<file path="src/rtl/data_mem_interface_pkg.sv">
// Shared types for the memory-stage access unit: FSM states, byte-enable
// constants, address-error kinds and the lane-offset helper.
package mips_mem_pkg;

  typedef enum logic [1:0] {
    IDLE = 2'd0,
    WAIT = 2'd1,
    HOLD = 2'd2
  } mem_state_t;

  localparam logic [3:0] BE_NONE    = 4'b0000;
  localparam logic [3:0] BE_ALL     = 4'b1111;
  localparam logic [3:0] BE_BYTE0   = 4'b1000;
  localparam logic [3:0] BE_HALF_HI = 4'b1100;
  localparam logic [3:0] BE_HALF_LO = 4'b0011;

  typedef enum logic [1:0] {
    AE_NONE      = 2'd0,
    AE_MISALIGN  = 2'd1,
    AE_USER_KSEG = 2'd2
  } adr_err_t;

  // Big-endian lane index; reverse-endian mode mirrors it within the word.
  function automatic logic [1:0] lane_offset(input logic [1:0] i_addr, input logic i_rev);
    return i_addr ^ {2{i_rev}};
  endfunction

endpackage

</file>
<file path="src/rtl/data_mem_interface_if.sv">
// Data-memory port bundle: the pipeline side is master, the memory is slave.
interface data_mem_interface_if;
  logic        DataMem_Read;
  logic [3:0]  DataMem_Write;
  logic [29:0] DataMem_Address;
  logic [31:0] DataMem_Out;
  logic [31:0] DataMem_In;
  logic        DataMem_Ready;

  modport master (
    output DataMem_Read, DataMem_Write, DataMem_Address, DataMem_Out,
    input  DataMem_In, DataMem_Ready
  );

  modport slave (
    input  DataMem_Read, DataMem_Write, DataMem_Address, DataMem_Out,
    output DataMem_In, DataMem_Ready
  );
endinterface

</file>
<file path="src/rtl/data_mem_interface_load_store_align.sv">
// Combinational lane steering: store data/byte enables and load extract/merge
// for byte, half, word and the unaligned left/right forms.
module load_store_align
  import mips_mem_pkg::*;
(
  input  logic        i_byte,
  input  logic        i_half,
  input  logic        i_left,
  input  logic        i_right,
  input  logic        i_sign_ext,
  input  logic [1:0]  i_k,
  input  logic [31:0] i_rt,
  input  logic [31:0] i_mem,
  output logic [31:0] o_store_dat,
  output logic [3:0]  o_store_we,
  output logic [31:0] o_load_dat
);

  logic [4:0]  w_sh_k;
  logic [4:0]  w_sh_rk;
  logic [7:0]  w_byte;
  logic [15:0] w_half;

  // ~k is 3-k for a two-bit lane index
  assign w_sh_k  = {i_k, 3'b000};
  assign w_sh_rk = {~i_k, 3'b000};

  always_comb begin
    w_byte      = 8'(i_mem >> w_sh_rk);
    w_half      = i_k[1] ? i_mem[15:0] : i_mem[31:16];
    o_store_dat = i_rt;
    o_store_we  = BE_ALL;
    o_load_dat  = i_mem;
    if (i_left) begin
      o_store_dat = i_rt >> w_sh_k;
      o_store_we  = BE_ALL >> i_k;
      case (i_k)
        2'd0:    o_load_dat = i_mem;
        2'd1:    o_load_dat = {i_mem[23:0], i_rt[7:0]};
        2'd2:    o_load_dat = {i_mem[15:0], i_rt[15:0]};
        default: o_load_dat = {i_mem[7:0], i_rt[23:0]};
      endcase
    end else if (i_right) begin
      o_store_dat = i_rt << w_sh_rk;
      o_store_we  = BE_ALL << (~i_k);
      case (i_k)
        2'd0:    o_load_dat = {i_rt[31:8], i_mem[31:24]};
        2'd1:    o_load_dat = {i_rt[31:16], i_mem[31:16]};
        2'd2:    o_load_dat = {i_rt[31:24], i_mem[31:8]};
        default: o_load_dat = i_mem;
      endcase
    end else if (i_byte) begin
      o_store_dat = {4{i_rt[7:0]}};
      o_store_we  = BE_BYTE0 >> i_k;
      o_load_dat  = {{24{i_sign_ext & w_byte[7]}}, w_byte};
    end else if (i_half) begin
      o_store_dat = {2{i_rt[15:0]}};
      o_store_we  = i_k[1] ? BE_HALF_LO : BE_HALF_HI;
      o_load_dat  = {{16{i_sign_ext & w_half[15]}}, w_half};
    end
  end

endmodule

</file>
<file path="src/rtl/data_mem_interface.sv">
// Memory-stage access unit: address checks, LL/SC tracking, request/ready FSM
// with pipeline stall and a hold latch for results that arrive while M is stalled.
module data_mem_interface
  import mips_mem_pkg::*;
(
  input  logic                 clock,
  input  logic                 reset,
  input  logic                 M_MemRead,
  input  logic                 M_MemWrite,
  input  logic                 M_MemByte,
  input  logic                 M_MemHalf,
  input  logic                 M_MemSignExtend,
  input  logic                 M_Left,
  input  logic                 M_Right,
  input  logic                 M_LLSC,
  input  logic                 M_ReverseEndian,
  input  logic                 M_KernelMode,
  input  logic [31:0]          M_ALU_Result,
  input  logic [31:0]          M_ReadData2,
  input  logic                 M_Flush,
  input  logic                 Pipe_Stall,
  input  logic                 Eret,
  data_mem_interface_if.master dmem,
  output logic [31:0]          M_ReadData,
  output logic                 M_Stall,
  output logic                 M_EXC_AdEL,
  output logic                 M_EXC_AdES
);

  mem_state_t  r_state;
  logic        r_rd;
  logic [3:0]  r_we;
  logic        r_flushed;
  logic        r_atomic;
  logic [29:0] r_lladdr;
  logic [31:0] r_latch;

  logic [1:0]  w_k;
  adr_err_t    w_err;
  logic        w_access, w_ll, w_sc, w_sc_ok, w_issue, w_sc_fail;
  logic        w_rd, w_req, w_done, w_discard;
  logic [3:0]  w_we, w_st_we;
  logic [31:0] w_st_dat, w_ld_dat, w_result;

  assign w_k      = lane_offset(M_ALU_Result[1:0], M_ReverseEndian);
  assign w_access = M_MemRead | M_MemWrite;
  assign w_ll     = M_LLSC & M_MemRead;
  assign w_sc     = M_LLSC & M_MemWrite;
  assign w_sc_ok  = r_atomic && (r_lladdr == M_ALU_Result[31:2]);

  always_comb begin
    w_err = AE_NONE;
    if (w_access) begin
      if (!M_KernelMode && M_ALU_Result[31])
        w_err = AE_USER_KSEG;
      else if (!(M_Left || M_Right) &&
               ((M_MemHalf && M_ALU_Result[0]) ||
                (!M_MemHalf && !M_MemByte && (M_ALU_Result[1:0] != 2'b00))))
        w_err = AE_MISALIGN;
    end
  end

  assign M_EXC_AdEL = M_MemRead  && (w_err != AE_NONE) && !M_Flush;
  assign M_EXC_AdES = M_MemWrite && (w_err != AE_NONE) && !M_Flush;
  assign w_issue    = w_access && (w_err == AE_NONE) && !M_Flush && !(w_sc && !w_sc_ok);
  assign w_sc_fail  = w_sc && (w_err == AE_NONE) && !M_Flush && !w_sc_ok && (r_state == IDLE);

  load_store_align u_align (
    .i_byte     (M_MemByte),
    .i_half     (M_MemHalf),
    .i_left     (M_Left),
    .i_right    (M_Right),
    .i_sign_ext (M_MemSignExtend),
    .i_k        (w_k),
    .i_rt       (M_ReadData2),
    .i_mem      (dmem.DataMem_In),
    .o_store_dat(w_st_dat),
    .o_store_we (w_st_we),
    .o_load_dat (w_ld_dat)
  );

  // WAIT replays the captured request so a late flush cannot abort the bus cycle
  always_comb begin
    w_rd = 1'b0;
    w_we = BE_NONE;
    if (!reset) begin
      case (r_state)
        IDLE: if (w_issue) begin
          w_rd = M_MemRead;
          w_we = M_MemWrite ? w_st_we : BE_NONE;
        end
        WAIT: begin
          w_rd = r_rd;
          w_we = r_we;
        end
        default: ;
      endcase
    end
  end

  assign w_req     = w_rd || (w_we != BE_NONE);
  assign w_done    = w_req && dmem.DataMem_Ready;
  assign w_discard = (r_state == WAIT) && (M_Flush || r_flushed);
  assign w_result  = w_sc ? {31'b0, w_sc_ok} : w_ld_dat;

  assign dmem.DataMem_Read    = w_rd;
  assign dmem.DataMem_Write   = w_we;
  assign dmem.DataMem_Address = M_ALU_Result[31:2];
  assign dmem.DataMem_Out     = w_st_dat;
  assign M_Stall              = w_req && !dmem.DataMem_Ready;
  assign M_ReadData           = (r_state == HOLD) ? r_latch : w_result;

  always_ff @(posedge clock or posedge reset) begin
    if (reset) begin
      r_state   <= IDLE;
      r_rd      <= 1'b0;
      r_we      <= BE_NONE;
      r_flushed <= 1'b0;
      r_atomic  <= 1'b0;
      r_lladdr  <= '0;
      r_latch   <= '0;
    end else begin
      case (r_state)
        IDLE: if (w_issue && !dmem.DataMem_Ready) begin
          r_state   <= WAIT;
          r_rd      <= w_rd;
          r_we      <= w_we;
          r_flushed <= 1'b0;
        end
        WAIT: begin
          if (M_Flush) r_flushed <= 1'b1;
          if (dmem.DataMem_Ready) begin
            r_rd    <= 1'b0;
            r_we    <= BE_NONE;
            r_latch <= w_result;
            r_state <= Pipe_Stall ? HOLD : IDLE;
          end
        end
        HOLD: if (!Pipe_Stall) r_state <= IDLE;
        default: r_state <= IDLE;
      endcase

      if (w_done && !w_discard) begin
        if (w_ll) begin
          r_atomic <= 1'b1;
          r_lladdr <= M_ALU_Result[31:2];
        end else if (w_sc) begin
          r_atomic <= 1'b0;
        end
      end
      if (w_sc_fail) r_atomic <= 1'b0;
      if (Eret)      r_atomic <= 1'b0;
    end
  end

endmodule

</file>
<file path="src/flat_wrapper.sv">
// flat-port wrapper written by rule: the top's interface ports become plain ports
module data_mem_interface_flat import mips_mem_pkg::*;
  (clock, reset, M_MemRead, M_MemWrite, M_MemByte, M_MemHalf, M_MemSignExtend, M_Left, M_Right, M_LLSC, M_ReverseEndian, M_KernelMode, M_ALU_Result, M_ReadData2, M_Flush, Pipe_Stall, Eret, M_ReadData, M_Stall, M_EXC_AdEL, M_EXC_AdES, dmem_DataMem_Read, dmem_DataMem_Write, dmem_DataMem_Address, dmem_DataMem_Out, dmem_DataMem_In, dmem_DataMem_Ready);
  data_mem_interface_if dmem_i ();
  input  logic clock;
  input  logic reset;
  input  logic M_MemRead;
  input  logic M_MemWrite;
  input  logic M_MemByte;
  input  logic M_MemHalf;
  input  logic M_MemSignExtend;
  input  logic M_Left;
  input  logic M_Right;
  input  logic M_LLSC;
  input  logic M_ReverseEndian;
  input  logic M_KernelMode;
  input  logic [31:0] M_ALU_Result;
  input  logic [31:0] M_ReadData2;
  input  logic M_Flush;
  input  logic Pipe_Stall;
  input  logic Eret;
  output logic [31:0] M_ReadData;
  output logic M_Stall;
  output logic M_EXC_AdEL;
  output logic M_EXC_AdES;
  output wire logic [$bits(dmem_i.DataMem_Read)-1:0] dmem_DataMem_Read;
  output wire logic [$bits(dmem_i.DataMem_Write)-1:0] dmem_DataMem_Write;
  output wire logic [$bits(dmem_i.DataMem_Address)-1:0] dmem_DataMem_Address;
  output wire logic [$bits(dmem_i.DataMem_Out)-1:0] dmem_DataMem_Out;
  input wire logic [$bits(dmem_i.DataMem_In)-1:0] dmem_DataMem_In;
  input wire logic [$bits(dmem_i.DataMem_Ready)-1:0] dmem_DataMem_Ready;
  assign dmem_DataMem_Read = dmem_i.DataMem_Read;
  assign dmem_DataMem_Write = dmem_i.DataMem_Write;
  assign dmem_DataMem_Address = dmem_i.DataMem_Address;
  assign dmem_DataMem_Out = dmem_i.DataMem_Out;
  assign dmem_i.DataMem_In = dmem_DataMem_In;
  assign dmem_i.DataMem_Ready = dmem_DataMem_Ready;
  data_mem_interface u_core (.clock(clock), .reset(reset), .M_MemRead(M_MemRead), .M_MemWrite(M_MemWrite), .M_MemByte(M_MemByte), .M_MemHalf(M_MemHalf), .M_MemSignExtend(M_MemSignExtend), .M_Left(M_Left), .M_Right(M_Right), .M_LLSC(M_LLSC), .M_ReverseEndian(M_ReverseEndian), .M_KernelMode(M_KernelMode), .M_ALU_Result(M_ALU_Result), .M_ReadData2(M_ReadData2), .M_Flush(M_Flush), .Pipe_Stall(Pipe_Stall), .Eret(Eret), .dmem(dmem_i), .M_ReadData(M_ReadData), .M_Stall(M_Stall), .M_EXC_AdEL(M_EXC_AdEL), .M_EXC_AdES(M_EXC_AdES));
endmodule
</file>
<file path="config.mk">
export PLATFORM = sky130hd
export DESIGN_NAME = data_mem_interface_flat
export DESIGN_NICKNAME = d
export VERILOG_FILES = /design/src/rtl/data_mem_interface_pkg.sv /design/src/rtl/data_mem_interface_if.sv /design/src/rtl/data_mem_interface_load_store_align.sv /design/src/rtl/data_mem_interface.sv /design/src/flat_wrapper.sv
export SDC_FILE = /design/constraint.sdc
export NUM_CORES = 1
export LEC_CHECK = 0
export ABC_AREA = 0
export CAP_MARGIN = 25
export CORE_MARGIN = 2
export CORE_UTILIZATION = 53
export CTS_CLUSTER_SIZE = 16
export DETAILED_ROUTE_END_ITERATION = 7
export PLACE_DENSITY_LB_ADDON = 0.1
export SETUP_SLACK_MARGIN = 0.5
export SLEW_MARGIN = 0
export SYNTH_ARGS = -nofsm -noshare
export SYNTH_HDL_FRONTEND = slang
export SYNTH_SLANG_ARGS = --single-unit
</file>
<file path="constraint.sdc">
create_clock -name clock -period 6.72 [get_ports clock]
set_clock_uncertainty 0.2 [all_clocks]
set_input_delay 1.008 -clock clock [delete_from_list [all_inputs] [get_ports clock]]
set_output_delay 1.008 -clock clock [all_outputs]
set_load 0.03 [all_outputs]
</file>
==> results of run 1 <==
registers in the layout, summed over array words and instances, names as in the netlist:
| signal | count |
|---|---|
| u_core.r_latch | 32 |
| u_core.r_lladdr | 30 |
| u_core.r_we | 4 |
| u_core.r_state | 2 |
| u_core.r_atomic | 1 |
| u_core.r_flushed | 1 |
| u_core.r_rd | 1 |
logic make-up (layout without fill, tap and decap cells):
logic type,count (synthesis),in the layout
multiplexers,106,106
AO/OA/AOI/OAI,276,276
flip-flops,71,71
XOR/XNOR,34,34
AND/OR/NAND/NOR,357,357
buffers and inverters,118,263
cells in the mapped netlist, drive strengths merged (5+ instances only):
cell / n
a211oi: 13
a21boi: 9
a21oi: 69
a222oi: 7
a22o: 11
and2: 7
and3: 19
buf: 54
clkbuf: 53
dfrtp: 71
inv: 11
mux2: 43
mux2i: 49
mux4: 14
nand2: 169
nand2b: 7
nand3: 40
nand4: 8
nor2: 84
nor2b: 5
nor3: 6
o211ai: 12
o21ai: 91
o22ai: 22
o311ai: 8
o31ai: 6
o41ai: 7
or3: 5
xnor2: 32
metal layers:
layer	vias up	GRT usage [%]	part of all wire [%]
met5	-	0	0
met4	0	13.3	3.9
met3	84	5.87	9.4
met2	525	58.0	49
met1	3759	41.0	37
li1	3742	-	-
path summary, 6_finish.rpt:
kind / to / slack [ns] / cells past startpoint
max: M_ReadData[20] / 0.85 / 9
min: u_core.r_latch[20] / 0.28 / 2
max reg2reg: u_core.r_lladdr[10] / 3.44 / 8
min reg2reg: u_core.r_latch[20] / 0.28 / 2
max in group asynchronous: u_core.r_latch[8] / 4.56 / 3
min in group asynchronous: u_core.r_we[3] / 1.19 / 3
timing repair:
action	4_1_cts	5_1_grt
resized for setup	0	1
endpoints found under the hold margin	0	0
setup endpoints to repair	0	2
worst register-to-register path, cell delays in order, from the launching register on:
cell	delay, ns
dfrtp_1	0.39
xnor2_1	0.16
nand4_1	0.14
nor4_1	0.51
a21oi_1	0.31
o211a_1	0.37
nor3_4	0.29
buf_4	0.40
mux2_1	0.39
report_power, final:
part	internal, mW	switching [mW]	leakage [nW]
Combinational	0.422	0.538	2.96
Clock	0.261	0.193	0.139
Sequential	0.551	0.0716	0.922
Total	1.23	0.803	4.02
final cells by class:
type,count,area [um^2],share of cell area (%)
well taps,176,220,2.29
inverters,11,41.3,0.429
flip-flops and latches,71,1780,18.5
multi-input cells,773,4970,51.7
clock inverters,6,43.8,0.455
repair buffers,236,2330,24.2
clock buffers,10,239,2.49
metrics by stage:
| stage | setup slack (ns) | cells | hold slack [ns] | power, mW |
|---|---|---|---|---|
| final | 0.852 | 1283 | 0.280 | 2.04 |
| after CTS | 0.811 | 1281 | 0.285 | 2.04 |
| after detailed placement | 0.829 | 1265 | 0.271 | 1.58 |
| after global routing | 0.579 | 1283 | 0.306 | 2.16 |
| after global placement | 0.890 | 1265 | 0.262 | 1.55 |
| after floorplan | 1.71 | 962 | 0.250 | 1.23 |
==> impl_metrics.yaml, run 1 <==
layout:
  final_util_pct: 72.0
  layout_common_cells: "clkdlybuf4s50_1 (211), nand2_1 (168), nor2_1 (84), dfrtp_1 (71), a21oi_1 (68)"
  synthToLayoutAreaGrowth_pct: 32.2
  diodes: 0
  final_area_um2: 9620
  n_fill_cell: 1070
  fin_nets: 1214
  drive_gt1_share_pct: 6.87
  final_common_cell: "clkdlybuf4s50_1"
clocking:
  clock-root-buffer: "clkbuf_16"
  post-cts-setup-buffers: 0
  numCtsBuffers: 9
  cts_hold_buffers: 0
  clk_path_buf_depth: 2
  cts.sinks: 71
  worstSkewPairLatency_ns: 0.34
  cts_tree: "yes"
  h-tree-depth: 3
  clk_pin_slew_worst_paths_ns: 0.06
synthesis:
  syn_avg_cell_area_um2: 7.56
  ys_seq_area_share_pct: 24.4
  synth-adder-area-share_pct: 0
  synth_top_flop_cell: "dfrtp_1"
  yosysWarnings: 0
  synth_top_family_by_area: "compound AO/OA/AOI/OAI gates"
  yosys_register_bits: 71
  synth_top_area_share_pct: 24.4
  synthMuxAreaShare_pct: 17.7
  synth.distinct_cells: 60
  syn_inst: 962
  syn-num-nets: 1074
  synth.area.top_cells: "dfrtp_1 (24%), nand2_1 (8.7%), mux2i_1 (6.7%)"
  yosys.area_share.simple_pct: 21.5
  synth-xor-area-share_pct: 4.30
  synth_compound_area_share_pct: 24.0
  synth_edf_count: 0
  yosysTopAreaCell: "dfrtp_1"
  synth_area_um2: 7270
  async_flop_share_pct: 100
routing:
  drtIter0Drc: 889
  wl_per_cell_um: 19.2
  first_pass_iters: 7
  vias_per_cell: 6.32
  ant_nets: 0
  drt_wl_total_mm: 24.6
  drc: 0
  num_vias: 8110
global_routing:
  grt_usage_pct: 33.4
  antenna_found_initial: 0
  grt_max_degree: 85
  grt_pass1_vias: 7529
  grt_pass1_wl_mm: 39.0
  grt-ovfl-total: 0
placement:
  placed_cell_area_um2: 9290
  hpwl_mm: 17.9
  gp_congestion: 1.04
  portBuffers: 213
setup_path:
  cpLargestDelayFamily: "buffers and inverters"
  worstPathRequired_ns: 5.51
  crit_slowest_cell: "clkdlybuf4s50_1"
  timing.critical_path.buf_inv: 2
  max_stage_delay_ns: 0.85
  arrival_ns: 4.66
  criticalPathCategory: "in -> out"
  crit_path_start: "M_ReverseEndian"
  r2r-start: "u_core.r_lladdr[3]"
  cp-end-kind: "output port"
  cp_cell_sequence: "clkdlybuf4s50_1 -> xor2_4 -> nand3_1 -> a21boi_0 -> o22ai_1 -> a211oi_1 -> nand3_1 -> o21ai_1 -> clkdlybuf4s50_1"
  cp_max_fo: 29
  critPathLaunchType: "primary input"
power_and_ir_drop:
  power_density_nw_per_um2: 212
  vdd_drop_max_uv: 166
  leakage_nw: 4.02
timing:
  fmax_mhz: 170
  hold_viol: 0
  setup_violations: 0
  rsz0062_at_grt: "false"
  tns_ns: 0
  worstMarginPinSlew_ns: 0.938
  min_period_ns: 5.87
  fin_crit_sh_pct: 87.3
  slew_headroom_pct: 37.4
  final_max_slew_viol_count: 0
floorplan:
  die_h_um: 121
  std_cell_rows: 42
  initial_utilization_pct: 54.5
  die_area_um2: 14700
  io_pins: 214
  core_region_area_um2: 13300
  fp.dieW_um: 121
min_path:
  min_from: "u_core.r_latch[20]"
  hold_class: "reg -> reg"
outcome:
  status: "completed"
run:
  cap_violations: 0
Power figures use the tool's default switching activity.
==> inputs of run 2 (changes only) <==
Settings changed: SKIP_LAST_GASP set to 1.
==> results of run 2 <==
Final layout, timing and power as in run 1 (identical DEF).
==> inputs of run 3 (changes only) <==
Settings changed: GPL_ROUTABILITY_DRIVEN set to 0, PLACE_DENSITY set to 0.87, PLACE_DENSITY_LB_ADDON 0.1 to not set.
==> impl_metrics.yaml, run 3 (synthesis results as in run 1) <==
outcome:
  status: "completed"
timing:
  worstMarginPinSlew_ns: 0.907
  hold_viol: 0
  rsz0062_at_grt: "false"
  final_max_slew_viol_count: 0
  slew_headroom_pct: 39.5
  setup_violations: 0
  fmax_mhz: 164
  tns_ns: 0
  setup_ws_ns: 0.639
  min_period_ns: 6.08
  fin_crit_sh_pct: 90.5
  hold_slack_ns: 0.276
layout:
  largest_reg_flops: 32
  drive_gt1_share_pct: 6.61
  fin_nets: 1212
  layout_common_cells: "clkdlybuf4s50_1 (211), nand2_1 (168), nor2_1 (84), dfrtp_1 (71), a21oi_1 (68)"
  n_fill_cell: 997
  largest_register: "u_core.r_latch"
  diodes: 0
  top_regs: "u_core.r_latch: 32 flops, u_core.r_lladdr: 30 flops, u_core.r_we: 4 flops"
  synthToLayoutAreaGrowth_pct: 32.1
  final_common_cell: "clkdlybuf4s50_1"
  final_area_um2: 9610
setup_path:
  worstPathRequired_ns: 5.51
  cp_cell_sequence: "clkdlybuf4s50_1 -> xor2_4 -> buf_4 -> mux4_2 -> nor2_1 -> a21oi_1 -> o211ai_1 -> o21ai_0 -> clkdlybuf4s50_1"
  crit_slowest_cell: "clkdlybuf4s50_1"
  critPathLaunchType: "primary input"
  regToRegSetupSlack_ns: 3.40
  max_stage_delay_ns: 0.91
  cp-end-kind: "output port"
  cpMostUsedCell: "clkdlybuf4s50_1"
  r2r-start: "u_core.r_lladdr[1]"
  r2r_cells: 8
  timing.critical_path.buf_inv: 3
  arrival_ns: 4.87
  cp_max_fo: 32
  cpLargestDelayFamily: "buffers and inverters"
  reg2reg_to: "u_core.r_lladdr[19]"
  criticalPathCategory: "in -> out"
global_routing:
  antenna_found_initial: 0
  grt_pass1_wl_mm: 39.8
  grt_max_degree: 108
  grt_pass1_vias: 7339
  grt_usage_pct: 34.0
  grt-ovfl-total: 0
placement:
  hpwl_mm: 18.5
  place_ws_ns: 0.765
  portBuffers: 213
  placed_cell_area_um2: 9270
power_and_ir_drop:
  vdd_drop_max_uv: 126
  fin_total_pwr_mw: 2.03
  power_density_nw_per_um2: 211
  leakage_nw: 4.00
clocking:
  clk_path_buf_depth: 2
  clock-root-buffer: "clkbuf_16"
  worstSkewPairLatency_ns: 0.33
  post-cts-setup-buffers: 0
  cts_hold_buffers: 0
  cts_resized: 0
  cts.sinks: 71
  h-tree-depth: 3
  numCtsBuffers: 9
  clk_pin_slew_worst_paths_ns: 0.06
  cts_tree: "yes"
min_path:
  whs_endpoint: "u_core.r_latch[1]"
  min_from: "u_core.r_latch[1]"
  hold_depth: 2
  hold_class: "reg -> reg"
routing:
  wl_met1_mm: 9.66
  ant_nets: 0
  dr_wl_met2_mm: 11.8
  wl_per_cell_um: 20.1
  drt_wl_total_mm: 25.8
  num_vias: 8270
  met3WireLength_mm: 3.50
  drc: 0
  drtIter0Drc: 1352
  routed.top_layer: "met4"
  first_pass_iters: 7
  vias_per_cell: 6.46
floorplan:
  core_region_area_um2: 13300
  initial_utilization_pct: 54.5
  io_pins: 214
  die_h_um: 121
  fp.dieW_um: 121
  std_cell_rows: 42
  die_area_um2: 14700
run:
  cap_violations: 0
## run 3: cell types whose count changed in the layout (fill, tap and decap cells not counted), sizes merged
| cell | change |
|---|---|
| buf | -2 |
| clkbuf | -1 |
| clkinvlp | +1 |
| inv | -1 |
## run 3: worst max-delay path by stage
stage	from	endpoint	slack, ns	depth (start not counted)
2_1_floorplan	reset	M_Stall	1.71	6
3_3_place_gp	M_ReverseEndian	M_ReadData[2]	0.77	9
3_5_place_dp	M_ReverseEndian	M_ReadData[2]	0.77	9
4_1_cts	M_ReverseEndian	M_ReadData[2]	0.75	9
5_1_grt	M_ReverseEndian	M_ReadData[16]	0.50	10
6_report	M_ReverseEndian	M_ReadData[2]	0.64	9
## run 3: stage by stage
step	util, %	std cells
finish	72.0	1280
global route	72.0	1280
CTS	71.4	1277
detailed placement	69.4	1262
global placement	69.4	1262
floorplan	-	962
## run 3: area by class of cell
type | instances | area [um^2] | share of cell area [%]
Multi-Input combinational cell | 773 | 4980 | 51.8
Timing Repair Buffer | 234 | 2330 | 24.2
Sequential cell | 71 | 1780 | 18.5
Clock buffer | 9 | 225 | 2.34
Tap cell | 176 | 220 | 2.29
Inverter | 11 | 41.3 | 0.430
Clock inverter | 6 | 38.8 | 0.404
## run 3: routing by layer
metal  vias to the layer above  GRT usage, %
li1                       3733             -
met1                      3794          47.0
met2                       657          53.8
met3                        86          7.38
met4                         0          9.99
met5                         -             0
## run 3: worst min-delay path: stages (launching register included)
cell and delay [ns]:
dfrtp_1 0.34, nand2_1 0.04, o21ai_0 0.06
## run 3: power by group
group          switching, mW  internal, mW
clock                  0.179         0.246
sequential            0.0767         0.551
combinational          0.556         0.422
total                  0.812          1.22
